<file path="config.mk">
export PLATFORM = sky130hd
export DESIGN_NAME = uart_tx_fifo_flat
export DESIGN_NICKNAME = d
export VERILOG_FILES = /design/src/rtl/uart_tx_fifo_if.sv /design/src/rtl/uart_tx_fifo.sv /design/src/flat_wrapper.sv
export SDC_FILE = /design/constraint.sdc
export NUM_CORES = 1
export LEC_CHECK = 0
export BUFFER_PORTS_ARGS = -buffer_cell sky130_fd_sc_hd__buf_2
export CORE_UTILIZATION = 61
export DETAILED_ROUTE_END_ITERATION = 12
export PLACE_DENSITY_LB_ADDON = 0.1
export SLEW_MARGIN = 20
export SYNTH_ARGS = -nofsm -noshare
export SYNTH_HDL_FRONTEND = slang
export SYNTH_SLANG_ARGS = --single-unit
</file>
<file path="constraint.sdc">
create_clock -name clk -period 3.4 [get_ports clk]
set_clock_uncertainty 0.2 [all_clocks]
set_input_delay 0.68 -clock clk [delete_from_list [all_inputs] [get_ports clk]]
set_output_delay 0.68 -clock clk [all_outputs]
set_load 0.005 [all_outputs]
</file>
<file path="src/rtl/uart_tx_fifo_if.sv">
// Handshake and status bundle between the APB transmit-data write path,
// the transmit FIFO and the transmitter state machine.
interface uart_tx_fifo_if #(
  parameter int DATA_WIDTH = 8,
  parameter int ADDR_WIDTH = 4
);
  logic                  fifo_clr;
  logic                  fifo_write_n;
  logic [DATA_WIDTH-1:0] data_in;
  logic                  fifo_read_n;
  logic [DATA_WIDTH-1:0] data_out;
  logic                  fifo_empty;
  logic                  fifo_full;
  logic [ADDR_WIDTH:0]   fifo_count;
  logic                  overflow;

  // Producer/consumer side: drives strobes and write data, observes status.
  modport master (
    output fifo_clr, fifo_write_n, data_in, fifo_read_n,
    input  data_out, fifo_empty, fifo_full, fifo_count, overflow
  );

  // FIFO side.
  modport slave (
    input  fifo_clr, fifo_write_n, data_in, fifo_read_n,
    output data_out, fifo_empty, fifo_full, fifo_count, overflow
  );
endinterface

</file>
<file path="src/rtl/uart_tx_fifo.sv">
// Transmit byte FIFO: active-low write/read strobes, registered head byte,
// count-decoded empty/full flags and a one-cycle overflow pulse on a
// dropped write. No fall-through: a byte written into an empty FIFO only
// reaches data_out through a later read.
module uart_tx_fifo #(
  parameter int DATA_WIDTH = 8,
  parameter int DEPTH      = 16,
  parameter int ADDR_WIDTH = 4
) (
  input  logic           clk,
  input  logic           reset_n,
  uart_tx_fifo_if.slave  bus
);

  localparam logic [ADDR_WIDTH:0] FULL_COUNT = (ADDR_WIDTH + 1)'(DEPTH);

  // Storage: no reset, contents are meaningless while count says empty.
  logic [DATA_WIDTH-1:0] mem_q [DEPTH];

  logic [ADDR_WIDTH-1:0] wr_ptr_q, wr_ptr_d;
  logic [ADDR_WIDTH-1:0] rd_ptr_q, rd_ptr_d;
  logic [ADDR_WIDTH:0]   count_q,  count_d;
  logic [DATA_WIDTH-1:0] data_out_q, data_out_d;
  logic                  overflow_q, overflow_d;

  logic empty_w;
  logic full_w;
  logic wr_req;
  logic rd_req;
  logic rd_acc;
  logic wr_acc;

  assign empty_w = (count_q == '0);
  assign full_w  = (count_q == FULL_COUNT);
  assign wr_req  = ~bus.fifo_write_n;
  assign rd_req  = ~bus.fifo_read_n;

  // A read needs data; a write needs room, or a slot freed by a same-cycle read.
  // A flush cancels both.
  assign rd_acc = ~bus.fifo_clr & rd_req & ~empty_w;
  assign wr_acc = ~bus.fifo_clr & wr_req & (~full_w | rd_acc);

  // Next-state for pointers, count, head byte and overflow pulse.
  always_comb begin
    wr_ptr_d   = wr_ptr_q;
    rd_ptr_d   = rd_ptr_q;
    count_d    = count_q;
    data_out_d = data_out_q;
    overflow_d = 1'b0;

    if (bus.fifo_clr) begin
      // data_out deliberately keeps the last byte handed to the transmitter.
      wr_ptr_d = '0;
      rd_ptr_d = '0;
      count_d  = '0;
    end else begin
      if (wr_acc) begin
        wr_ptr_d = wr_ptr_q + 1'b1;
      end
      if (rd_acc) begin
        rd_ptr_d   = rd_ptr_q + 1'b1;
        data_out_d = mem_q[rd_ptr_q];
      end
      if (wr_acc && !rd_acc) begin
        count_d = count_q + 1'b1;
      end else if (rd_acc && !wr_acc) begin
        count_d = count_q - 1'b1;
      end
      overflow_d = wr_req & ~wr_acc;
    end
  end

  // Control state register with asynchronous flush on reset.
  always_ff @(posedge clk or negedge reset_n) begin
    if (!reset_n) begin
      wr_ptr_q   <= '0;
      rd_ptr_q   <= '0;
      count_q    <= '0;
      data_out_q <= '0;
      overflow_q <= 1'b0;
    end else begin
      wr_ptr_q   <= wr_ptr_d;
      rd_ptr_q   <= rd_ptr_d;
      count_q    <= count_d;
      data_out_q <= data_out_d;
      overflow_q <= overflow_d;
    end
  end

  // Memory write port; a same-address read in this cycle sees the old byte.
  always_ff @(posedge clk) begin
    if (wr_acc) begin
      mem_q[wr_ptr_q] <= bus.data_in;
    end
  end

  assign bus.data_out   = data_out_q;
  assign bus.fifo_empty = empty_w;
  assign bus.fifo_full  = full_w;
  assign bus.fifo_count = count_q;
  assign bus.overflow   = overflow_q;

endmodule

</file>
<file path="src/flat_wrapper.sv">
// flat-port wrapper written by rule: the top's interface ports become plain ports
module uart_tx_fifo_flat 
#(
  parameter int DATA_WIDTH = 8,
  parameter int DEPTH      = 16,
  parameter int ADDR_WIDTH = 4
)
  (clk, reset_n, bus_fifo_clr, bus_fifo_write_n, bus_data_in, bus_fifo_read_n, bus_data_out, bus_fifo_empty, bus_fifo_full, bus_fifo_count, bus_overflow);
  uart_tx_fifo_if #(.DATA_WIDTH(DATA_WIDTH), .ADDR_WIDTH(ADDR_WIDTH)) bus_i ();
  input  logic clk;
  input  logic reset_n;
  input wire logic [$bits(bus_i.fifo_clr)-1:0] bus_fifo_clr;
  input wire logic [$bits(bus_i.fifo_write_n)-1:0] bus_fifo_write_n;
  input wire logic [$bits(bus_i.data_in)-1:0] bus_data_in;
  input wire logic [$bits(bus_i.fifo_read_n)-1:0] bus_fifo_read_n;
  output wire logic [$bits(bus_i.data_out)-1:0] bus_data_out;
  output wire logic [$bits(bus_i.fifo_empty)-1:0] bus_fifo_empty;
  output wire logic [$bits(bus_i.fifo_full)-1:0] bus_fifo_full;
  output wire logic [$bits(bus_i.fifo_count)-1:0] bus_fifo_count;
  output wire logic [$bits(bus_i.overflow)-1:0] bus_overflow;
  assign bus_i.fifo_clr = bus_fifo_clr;
  assign bus_i.fifo_write_n = bus_fifo_write_n;
  assign bus_i.data_in = bus_data_in;
  assign bus_i.fifo_read_n = bus_fifo_read_n;
  assign bus_data_out = bus_i.data_out;
  assign bus_fifo_empty = bus_i.fifo_empty;
  assign bus_fifo_full = bus_i.fifo_full;
  assign bus_fifo_count = bus_i.fifo_count;
  assign bus_overflow = bus_i.overflow;
  uart_tx_fifo #(.DATA_WIDTH(DATA_WIDTH), .DEPTH(DEPTH), .ADDR_WIDTH(ADDR_WIDTH)) u_core (.clk(clk), .reset_n(reset_n), .bus(bus_i));
endmodule
</file>
# Word-level counts from Yosys, hierarchy flattened
# Memories as Yosys holds them, arrays and structs flattened. A register that Yosys moved wholly into a read port is not among the register bits.
# Cells that the tools add are included.
classes:
  muxes: 10
  n_bitwise: 12
  addsub: 4
  n_eq_ne: 1
  reduce_logical: 10
op_table:
  columns: ["op", "n"]
  rows:
  - ["two-way mux 4 bit", 4]
  - ["two-way mux 5 bit", 3]
  - ["adder 4 x 1 -> 4 bit, second input constant", 2]
  - ["inverter 1 bit", 6]
  - ["adder 5 x 1 -> 5 bit, second input constant", 1]
  - ["bitwise AND 1 bit", 5]
  - ["equality test 5 bit, second input constant", 1]
  - ["zero test 5 bit", 1]
  - ["subtractor 5 x 1 -> 5 bit, second input constant", 1]
  - ["nonzero test 2 bit", 2]
  - ["zero test 1 bit", 3]
  - ["two-way mux 1 bit", 3]
  - ["nonzero test 3 bit", 1]
  - ["logical AND 1 bit", 2]
  - ["AND reduction 2 bit", 1]
  - ["bitwise OR 1 bit", 1]
word_totals:
  inputBits: 13
  output_inout_bits: 16
  n_memories: 1
  mem_bits_rw: 128
  word_cells: 42
  regBits: 14
mem_list:
  columns: ["memory", "words", "word_bits", "rd", "rd_ports_with_merged_regs", "write_ports", "line", "text"]
  rows:
  - ["u_core.mem_q", 16, 8, 1, 1, 1, "uart_tx_fifo.sv:18", "logic [DATA_WIDTH-1:0] mem_q [DEPTH];"]

# Longest topological paths before layout
# Gate-level depths: netlist of the first run.
depth:
  word_depth: 10
  mapped_depth: 9

# Worst setup path before layout of the first run
# No wires, ideal clock.
synth_timing:
  path_type: "input-to-reg"
  from: "input bus_fifo_read_n"
  to: "register u_core.count_q[4], in the netlist u_core.bus.fifo_count[4]"
  arrival_ns: 2.547
  path_buffers: 1
  stages: 8
  setup_slack_ns: 0.519
  required_ns: 3.066
  cell_sequence: "clkbuf_1 > nor2_1 > or4_1 > fa_1 > a21o_1 > a21oi_1 > o21bai_1 > nand4_1"
synth_between:
  elab_chain_len: 8
synth_lines:
  columns: ["item", "line", "text"]
  rows:
  - ["start: declaration", "flat_wrapper.sv:15", "input wire logic [$bits(bus_i.fifo_read_n)-1:0] bus_fifo_read_n;"]
  - ["inverter 1 bit (*)", "uart_tx_fifo.sv:36", "assign rd_req = ~bus.fifo_read_n;"]
  - ["bitwise AND 1 bit (*) (2 in series)", "uart_tx_fifo.sv:40", "assign rd_acc = ~bus.fifo_clr & rd_req & ~empty_w;"]
  - ["bitwise OR 1 bit", "uart_tx_fifo.sv:41", "assign wr_acc = ~bus.fifo_clr & wr_req & (~full_w | rd_acc);"]
  - ["bitwise AND 1 bit", "uart_tx_fifo.sv:41", null]
  - ["logical AND 1 bit or zero test 1 bit (tied branches)", "uart_tx_fifo.sv:64, uart_tx_fifo.sv:66", null]
  - ["two-way mux 5 bit or logical AND 1 bit (tied branches)", "uart_tx_fifo.sv:64, uart_tx_fifo.sv:66", null]
  - ["two-way mux 5 bit or nonzero test 3 bit (tied branches)", null, null]
  - ["end signal: assignment", "uart_tx_fifo.sv:84", "count_q <= count_d;"]
  - ["end: declaration", "uart_tx_fifo.sv:22", "logic [ADDR_WIDTH:0] count_q, count_d;"]
# Mark *: on every way between the ends. The rest lies on a longest branch, timed or not.
# A chain may end at the register's enable or synchronous reset.

# Worst setup path after layout of the first run
layout_timing:
  from: "register u_core.count_q[4], in the netlist u_core.bus.fifo_count[4]"
  to: "register u_core.count_q[4], in the netlist u_core.bus.fifo_count[4]"
layout_between:
  elab_chain_len: 8
layout_lines:
  columns: ["item"]
  rows:
  - ["parallel branches: the longest is 8 deep, another holds subtractor 5 x 1 -> 5 bit"]
# Parallel ways; which one is timed is not known. The select of a mux whose other input is x is not followed.

==> impl_metrics.ini, run 1 <==
[global_routing]
grt_start_max_net_pins = 27
overflow = 0
grt_pass1_wl_mm = 18.4
antenna_found_initial = 0
grt_pass1_vias = 3256
track_usage_pct = 25.4

[worst_setup_path]
critical_path_class = register to register
ff2ff_path_depth = 8
required_ns = 3.59
regToRegSetupSlack_ns = 0.42
worstPathArrival_ns = 3.16
end_kind = register
crit_path_start_kind = register
path_max_fanout = 11
worstReg2RegEnd = u_core.bus.fifo_count[4]$_DFFE_PN0P_
regToRegStartpoint = u_core.bus.fifo_count[4]$_DFFE_PN0P_

[clocking]
cts_setup_buffers = 0
cts_buffer_depth = 2
clkTransAtPathRegs_ns = 0.06
cts_tree = done
h-tree-depth = 4
cts_buffers = 17
clockRootBuffer = clkbuf_8
clock-sinks = 150
insertion_delay_ns = 0.51

[floorplan]
core_sq_mm = 0.00986
die_w_microns = 103
ios = 29
design.die.area_sq_mm = 0.0106
die_h_microns = 103
start_util_pct = 63.3
rows = 36

[timing]
timing.setup.tns_ns = 0
worst_slack_ns = 0.424
finalCritPeriodShare_pct = 87.5
slew_violations = 0
fin_crit_ns = 2.98
slew_headroom_pct = 63.6
worst_slew_pin_slew_ns = 0.546
finalHoldViolCount = 0
rsz0062_at_grt = false
finalSetupViolCount = 0
fmax_mhz = 336

[yosys]
syn_inst = 338
yosys-top-cells-count = 128 x edfxtp_1, 32 x mux4_2, 22 x dfrtp_1
yosys_most_used_dff = edfxtp_1
ys_seq_area_share_pct = 70.4
syn_area_per_cell_sq_um = 18.5
synth_top_area_cell = edfxtp_1
synth_area_sq_mm = 0.00624
yosys.area.top_type_share_pct = 61.6
yosys-top-cells-area = edfxtp_1 62%, mux4_2 12%, dfrtp_1 8.8%
synth_enable_flop_cells = 128
synth_cell_type_count = 45
async_reset_ff_share_pct = 14.7
ys.warnings.count = 0
syn_nets = 361
yosysMostFrequentCell = edfxtp_1
ys_ff_latch = 150

[drt]
routed-wl-met3_microns = 604
ant_nets = 0
dr.pass1.iters = 5
drc = 0
highest-signal-layer = met4
wl_met2_mm = 6.30
drt-met1-wl_mm = 5.23
avgViaCountPerCell = 6.10
wire_per_inst_microns = 22.9
wl_mm = 12.2
dr_total_vias = 3240
dr.first_iter.drc_count = 261

[power]
ir_worst_vdd_v = 0.000425
p_leak_nw = 2.49
powerDensity_mw_per_mm2 = 680

[final_layout]
area_growth_pct = 15.0
antennaDiodeCount = 0
final_util_pct = 72.7
nets = 408
design_area_sq_mm = 0.00717
drive_above_1_share_pct = 30.7

[placement]
dp_slack_ns = 0.408
gp_congestion = 0.791
portBuffers = 28
place_hpwl_mm = 7.50
postPlaceCellArea_sq_mm = 0.00660

[status]
status = finished, final reports clean

[min_path]
min_to = u_core.bus.data_out[4]$_DFFE_PN0P_
hold_class = register to register
hold_path_startpoint = u_core.bus.data_out[4]$_DFFE_PN0P_
worstHoldPathCells = 2

[run]
cap_violations = 0
==> worst max path at each step <==
stage	from	end	slack, ns	depth (start not counted)
2_1_floorplan	bus_fifo_read_n	u_core.bus.fifo_count[4]$_DFFE_PN0P_	0.52	8
3_3_place_gp	bus_fifo_write_n	u_core.bus.fifo_count[4]$_DFFE_PN0P_	0.48	7
3_5_place_dp	bus_fifo_write_n	u_core.bus.fifo_count[4]$_DFFE_PN0P_	0.41	7
4_1_cts	u_core.bus.fifo_count[4]$_DFFE_PN0P_	u_core.bus.fifo_count[4]$_DFFE_PN0P_	0.43	8
5_1_grt	u_core.bus.fifo_count[4]$_DFFE_PN0P_	u_core.bus.fifo_count[4]$_DFFE_PN0P_	0.23	8
6_report	u_core.bus.fifo_count[4]$_DFFE_PN0P_	u_core.bus.fifo_count[4]$_DFFE_PN0P_	0.42	8
==> where the power goes <==
part | internal (mW) | switching [mW] | total, mW
Sequential | 2.10 | 0.135 | 2.23
Combinational | 0.430 | 0.425 | 0.856
Clock | 1.00 | 0.789 | 1.79
Total | 3.53 | 1.35 | 4.88
==> worst max-delay path: stages (launching register included) <==
cell and delay (ns):
dfrtp_1 0.52, inv_1 0.28, nor2_2 0.10, or4_1 0.61, fa_1 0.45, a21o_1 0.19, a21oi_1 0.25, o21bai_1 0.16
nand4_1 0.08
==> per-layer routing <==
| metal | global-route usage, % | vias to the layer above |
|---|---|---|
| met5 | 0 | - |
| met4 | 6.93 | 0 |
| met3 | 5.69 | 5 |
| met2 | 41.0 | 106 |
| met1 | 35.4 | 1671 |
| li1 | - | 1458 |
==> area by class of cell <==
type,instances,area (sq um)
flip-flops and latches,150,4400
clock buffers,17,414
inverters,10,37.5
well taps,133,166
repair buffers,47,298
multi-input cells,159,1710
clock inverters,15,153
fillers,572,2690
==> cells by family (layout without fill, tap and decap cells) <==
group | Yosys count | count (layout) | share of synthesized area (%)
DFF | 150 | 150 | 70.4
and+or+nand+nor | 63 | 63 | 5.13
muxes | 54 | 54 | 15.4
buffers and inverters | 29 | 89 | 2.17
AOI/OAI and AO/OA | 26 | 26 | 3.91
adders and majority gates | 10 | 10 | 2.13
xor gates and xnor gates | 6 | 6 | 0.842
==> sequential cells by signal, indices dropped and copies added, names as in the netlist <==
register               count
u_core.bus.fifo_count      5
u_core.bus.overflow        1
u_core.mem_q             128
u_core.wr_ptr_q            4
u_core.bus.data_out        8
u_core.rd_ptr_q            4
==> cells in the final DEF (no fill, tap or decap), types with 4 or more instances in the layout <==
cell type  netlist  routed
a21oi_1          4       4
and2_1           4       4
buf_2            6      28
buf_4            1      17
clkbuf_16        0      16
dfrtp_1         22      21
edfxtp_1       128     128
ha_1             9       9
inv_1           10      10
inv_6            0       9
mux2_4           4       4
mux2i_1         18      18
mux4_2          32      32
nand2_1         11      11
nand3_1          5       5
nor2_1          19      19
nor3_1           4       4
nor4_1           8       8
o221ai_1         8       8
xnor2_1          6       6
==> timing repair <==
action / CTS / global route
hold buffers: 1 / 0
hold endpoints to repair: 22 / 0
resized for setup: 0 / 0
==> through the flow <==
| step | total power, mW | hold slack [ns] | instances |
|---|---|---|---|
| finish | 4.88 | 0.308 | 531 |
| global route | 5.07 | 0.330 | 531 |
| CTS | 4.90 | 0.302 | 531 |
| detailed placement | 3.12 | 0.291 | 498 |
| global placement | 3.10 | 0.280 | 498 |
| floorplan | 2.85 | 0.184 | 338 |
Power figures use the tool's default switching activity.
==> run 2, diff against run 1 <==
--- a/config.mk
+++ b/config.mk
@@ -5,7 +5,9 @@
 export SDC_FILE = /design/constraint.sdc
 export NUM_CORES = 1
 export LEC_CHECK = 0
-export BUFFER_PORTS_ARGS = -buffer_cell sky130_fd_sc_hd__buf_2
+export ABC_CLOCK_PERIOD_IN_PS = 3400
+export BUFFER_PORTS_ARGS = -buffer_cell sky130_fd_sc_hd__buf_4
+export CAP_MARGIN = 20
 export CORE_UTILIZATION = 61
 export DETAILED_ROUTE_END_ITERATION = 12
 export PLACE_DENSITY_LB_ADDON = 0.1
==> impl_metrics.ini, run 2 (synthesis results as in run 1) <==
[status]
status = finished, final reports clean

[timing]
rsz0062_at_grt = false
finalCritPeriodShare_pct = 89.1
finalHoldViolCount = 0
slew_headroom_pct = 67.3
finalSetupViolCount = 0
fin_crit_ns = 3.03
timing.setup.tns_ns = 0
slew_violations = 0
worst_slew_pin_slew_ns = 0.491
fmax_mhz = 330

[run]
cap_violations = 0

[global_routing]
antenna_found_initial = 0
grt_pass1_wl_mm = 17.6
track_usage_pct = 24.3
grt_pass1_vias = 3155
overflow = 0
grt_start_max_net_pins = 34

[worst_setup_path]
crit_buf_inv = 1
cpLargestDelayFamily = simple AND/OR/NAND/NOR gates
path_max_fanout = 11
path_cells = inv_1 -> nor2_2 -> or4_1 -> fa_1 -> a21o_1 -> a21oi_1 -> o21bai_1 -> nand4_1
max_stage_delay_ns = 0.61
critical_path_class = register to register
regToRegStartpoint = u_core.bus.fifo_count[4]$_DFFE_PN0P_
crit_path_start_kind = register
required_ns = 3.58
slowest_stage = or4_1
worstPathArrival_ns = 3.21
regToRegSetupSlack_ns = 0.37
ff2ff_path_depth = 8
worstReg2RegEnd = u_core.bus.fifo_count[4]$_DFFE_PN0P_
cp.depth = 8
end_kind = register

[floorplan]
design.die.area_sq_mm = 0.0106
die_h_microns = 103
ios = 29
core_sq_mm = 0.00986
rows = 36
die_w_microns = 103
start_util_pct = 63.3

[min_path]
hold_class = input pin to register
min_to = u_core.bus.overflow$_DFF_PN0_
hold_path_startpoint = bus_fifo_write_n
worstHoldPathCells = 2

[clocking]
cts_buffers = 17
h-tree-depth = 4
clkTransAtPathRegs_ns = 0.06
insertion_delay_ns = 0.52
cts_buffer_depth = 2
cts_tree = done
clockRootBuffer = clkbuf_8
postCtsResizedCells = 0
clock-sinks = 150

[final_layout]
final_cell_mix = 128 x edfxtp_1, 45 x buf_4, 32 x mux4_2, 21 x dfrtp_1, 19 x nor2_1
antennaDiodeCount = 0
largest_reg_flops = 128
regMostFlops = u_core.mem_q
multi_input_area_sq_mm = 0.00171
final_util_pct = 73.1
fillCellCount = 603
mostFrequentLayoutCell = edfxtp_1
nets = 408
area_growth_pct = 15.6
regArea_sq_mm = 0.00440
drive_above_1_share_pct = 29.1

[drt]
drc = 0
wl_mm = 11.5
ant_nets = 0
dr_total_vias = 3180
dr.first_iter.drc_count = 168
dr.pass1.iters = 4
wire_per_inst_microns = 21.6
avgViaCountPerCell = 5.99

[placement]
gp_congestion = 0.795
portBuffers = 28
place_hpwl_mm = 7.48

[power]
p_leak_nw = 2.49
ir_worst_vdd_v = 0.000411
powerDensity_mw_per_mm2 = 666
==> run 2: worst max path at each step <==
stage | startpoint | to | slack (ns)
after detailed placement | bus_fifo_clr | u_core.bus.fifo_count[4]$_DFFE_PN0P_ | 0.41
after global routing | u_core.bus.fifo_count[4]$_DFFE_PN0P_ | u_core.bus.fifo_count[4]$_DFFE_PN0P_ | 0.23
final | u_core.bus.fifo_count[4]$_DFFE_PN0P_ | u_core.bus.fifo_count[4]$_DFFE_PN0P_ | 0.37
after CTS | u_core.bus.fifo_count[4]$_DFFE_PN0P_ | u_core.bus.fifo_count[4]$_DFFE_PN0P_ | 0.39
after global placement | bus_fifo_clr | u_core.bus.fifo_count[4]$_DFFE_PN0P_ | 0.47
after floorplan | bus_fifo_read_n | u_core.bus.fifo_count[4]$_DFFE_PN0P_ | 0.52
==> run 2: per-stage QoR <==
stage	area [sq um]	worst slack [ns]	hold slack (ns)	power (mW)	std cells
floorplan	6240	0.519	0.184	2.85	338
global placement	6670	0.469	0.290	3.15	498
detailed placement	6670	0.406	0.302	3.17	498
CTS	7210	0.394	0.218	4.85	531
global route	7210	0.233	0.242	5.01	531
finish	7210	0.372	0.260	4.80	531
==> run 2: repair_timing <==
action                                 in CTS  in global routing
endpoints found under the hold margin      22                  0
hold buffers                                1                  0
buffers inserted                            0                  0
==> run 2: where the power goes <==
part | internal [mW] | leakage [nW] | switching [mW]
Sequential | 2.10 | 1.44 | 0.113
Clock | 1.01 | 0.261 | 0.657
Combinational | 0.479 | 0.794 | 0.450
Total | 3.58 | 2.49 | 1.22
==> run 2: worst register-to-register path: stages (launching register included) <==
cell and delay (ns):
dfrtp_1 0.54, inv_1 0.30, nor2_2 0.10, or4_1 0.61, fa_1 0.45, a21o_1 0.20
a21oi_1 0.28, o21bai_1 0.16, nand4_1 0.09
==> run 2: final cells by class <==
type,instances,area share (%)
clock inverters,8,1.02
multi-input cells,159,23.7
clock buffers,24,6.38
inverters,10,0.520
flip-flops and latches,150,60.9
well taps,133,2.31
repair buffers,47,5.10
==> run 2: per-layer routing <==
| metal | share of wire, % | GRT usage (%) |
|---|---|---|
| met5 | 0 | 0 |
| met4 | 0.87 | 8.45 |
| met3 | 5.7 | 6.64 |
| met2 | 49 | 37.2 |
| met1 | 45 | 34.3 |
==> run 3, diff against run 2 <==
--- a/config.mk
+++ b/config.mk
@@ -11,6 +11,7 @@
 export CORE_UTILIZATION = 61
 export DETAILED_ROUTE_END_ITERATION = 12
 export PLACE_DENSITY_LB_ADDON = 0.1
+export RECOVER_POWER = 25
 export SLEW_MARGIN = 20
 export SYNTH_ARGS = -nofsm -noshare
 export SYNTH_HDL_FRONTEND = slang
==> impl_metrics.ini, run 3 (synthesis results as in run 1) <==
[timing]
worst_slew_pin_slew_ns = 0.699
fmax_mhz = 331
finalCritPeriodShare_pct = 88.9
timing.setup.tns_ns = 0
slew_headroom_pct = 53.4
finalSetupViolCount = 0
fin_crit_ns = 3.02
slew_violations = 0
finalHoldViolCount = 0
rsz0062_at_grt = false

[power]
power_frac_comb_pct = 19.3
powerDensity_mw_per_mm2 = 668
switchingPower_mw = 1.22
pwr-share-seq_pct = 46.1
ir_worst_vdd_v = 0.000408
intPower_mw = 3.58
p_clk_share_pct = 34.7
power.share.switching_pct = 25.4
p_leak_nw = 2.46

[drt]
dr.first_iter.drc_count = 165
dr_total_vias = 3220
wire_per_inst_microns = 21.7
avgViaCountPerCell = 6.06
wl_mm = 11.5
dr.pass1.iters = 5
drc = 0
ant_nets = 0

[final_layout]
area_growth_pct = 15.1
largest_reg_flops = 128
mostFrequentLayoutCell = edfxtp_1
final_cells = 531
regArea_sq_mm = 0.00440
antennaDiodeCount = 0
fillCellCount = 611
final_cell_mix = 128 x edfxtp_1, 37 x buf_4, 32 x mux4_2, 21 x dfrtp_1, 19 x nor2_1
drive_above_1_share_pct = 27.1
regMostFlops = u_core.mem_q
multi_input_area_sq_mm = 0.00171
nets = 408

[floorplan]
rows = 36
design.die.area_sq_mm = 0.0106
start_util_pct = 63.3
die_w_microns = 103
ios = 29
core_sq_mm = 0.00986
die_h_microns = 103

[global_routing]
use_met1_pct = 34.3
track_usage_pct = 24.3
overflow = 0
grt_start_max_net_pins = 34
grt_pass1_wl_mm = 17.6
use_met3_pct = 6.64
grt_pass1_vias = 3155
busiest_layer = met2
met2_usage_pct = 37.2
antenna_found_initial = 0

[status]
status = finished, final reports clean

[clocking]
cts_buffers = 17
cts_buffer_depth = 2
h-tree-depth = 4
cts_setup_buffers = 0
insertion_delay_ns = 0.52
clockRootBuffer = clkbuf_8
clkTransAtPathRegs_ns = 0.06
clock-sinks = 150
cts_tree = done

[worst_setup_path]
end_kind = register
cp-endpoint = u_core.bus.fifo_count[4]$_DFFE_PN0P_
ff2ff_path_depth = 8
crit_start = u_core.bus.fifo_count[4]$_DFFE_PN0P_
max_stage_delay_ns = 0.60
path_cells = inv_1 -> nor2_2 -> or4_1 -> fa_1 -> a21o_1 -> a21oi_1 -> o21bai_1 -> nand4_1
worstReg2RegEnd = u_core.bus.fifo_count[4]$_DFFE_PN0P_
regToRegSetupSlack_ns = 0.38
slowest_stage = or4_1
regToRegStartpoint = u_core.bus.fifo_count[4]$_DFFE_PN0P_
critical_path_class = register to register
worstPathArrival_ns = 3.21
crit_path_start_kind = register
required_ns = 3.59
path_max_fanout = 11

[run]
cap_violations = 0

[placement]
portBuffers = 28
gp_congestion = 0.795
place_hpwl_mm = 7.48
post-place-cells = 498

[min_path]
hold_class = input pin to register
## run 3: changes by cell type in the layout (fill, tap and decap cells not counted), sizes merged
cell and delta:
buf -8, clkbuf +8
## run 3: what timing repair did
item | 4_1_cts | 5_1_grt
endpoints found under the hold margin | 22 | 0
hold buffers | 1 | 0
gates resized for setup | 0 | 0
## run 3: layout make-up
cell class / count / share of cell area, %
clock buffer: 24 / 6.41
clock inverter: 8 / 1.03
inverter: 10 / 0.523
multi-input combinational: 159 / 23.8
sequential: 150 / 61.2
tap: 133 / 2.32
timing repair buffer: 47 / 4.70
## run 3: power by group through the flow
stage | combinational (mW) | clock (mW) | sequential [mW]
after floorplan | 0.646 | 0 | 2.20
after CTS | 0.937 | 1.70 | 2.21
final | 0.924 | 1.66 | 2.21
after global placement | 0.915 | 0 | 2.24
after global routing | 1.01 | 1.77 | 2.23
after detailed placement | 0.927 | 0 | 2.25
## run 3: worst max-delay path, delay by kind of cell (launching register included)
kind                     cells  cell delay, ns
flip-flops                   1            0.53
AND/OR/NAND/NOR              3            0.79
adder cells (fa/ha/maj)      1            0.45
buffers and inverters        1            0.30
AO/OA/AOI/OAI                3            0.63
## run 3: per-stage QoR
step                      util, %  hold slack [ns]  power (mW)  worst slack (ns)  cell area, sq um
final                        72.8            0.245        4.80             0.377              7180
after global routing         72.8            0.242        5.01             0.233              7180
after CTS                    73.1            0.218        4.85             0.394              7210
after detailed placement     67.6            0.302        3.17             0.406              6670
after global placement       67.6            0.290        3.15             0.469              6670
after floorplan                 -            0.184        2.85             0.519              6240
## run 3: layer usage
| metal | part of all wire, % | routed length, microns |
|---|---|---|
| met5 | 0 | 0 |
| met4 | 1.4 | 157 |
| met3 | 5.7 | 654 |
| met2 | 49 | 5590 |
| met1 | 44 | 5110 |
## run 3: worst min path at each step
stage,cells after the start,slack [ns],end,from
final,2,0.25,u_core.bus.overflow$_DFF_PN0_,bus_fifo_write_n
after global routing,2,0.24,u_core.bus.overflow$_DFF_PN0_,bus_fifo_write_n
after CTS,2,0.22,u_core.bus.overflow$_DFF_PN0_,bus_fifo_write_n
after detailed placement,2,0.30,u_core.bus.data_out[6]$_DFFE_PN0P_,u_core.bus.data_out[6]$_DFFE_PN0P_
after global placement,2,0.29,u_core.bus.data_out[5]$_DFFE_PN0P_,u_core.bus.data_out[5]$_DFFE_PN0P_
after floorplan,0,0.18,u_core.bus.data_out[0]$_DFFE_PN0P_,reset_n
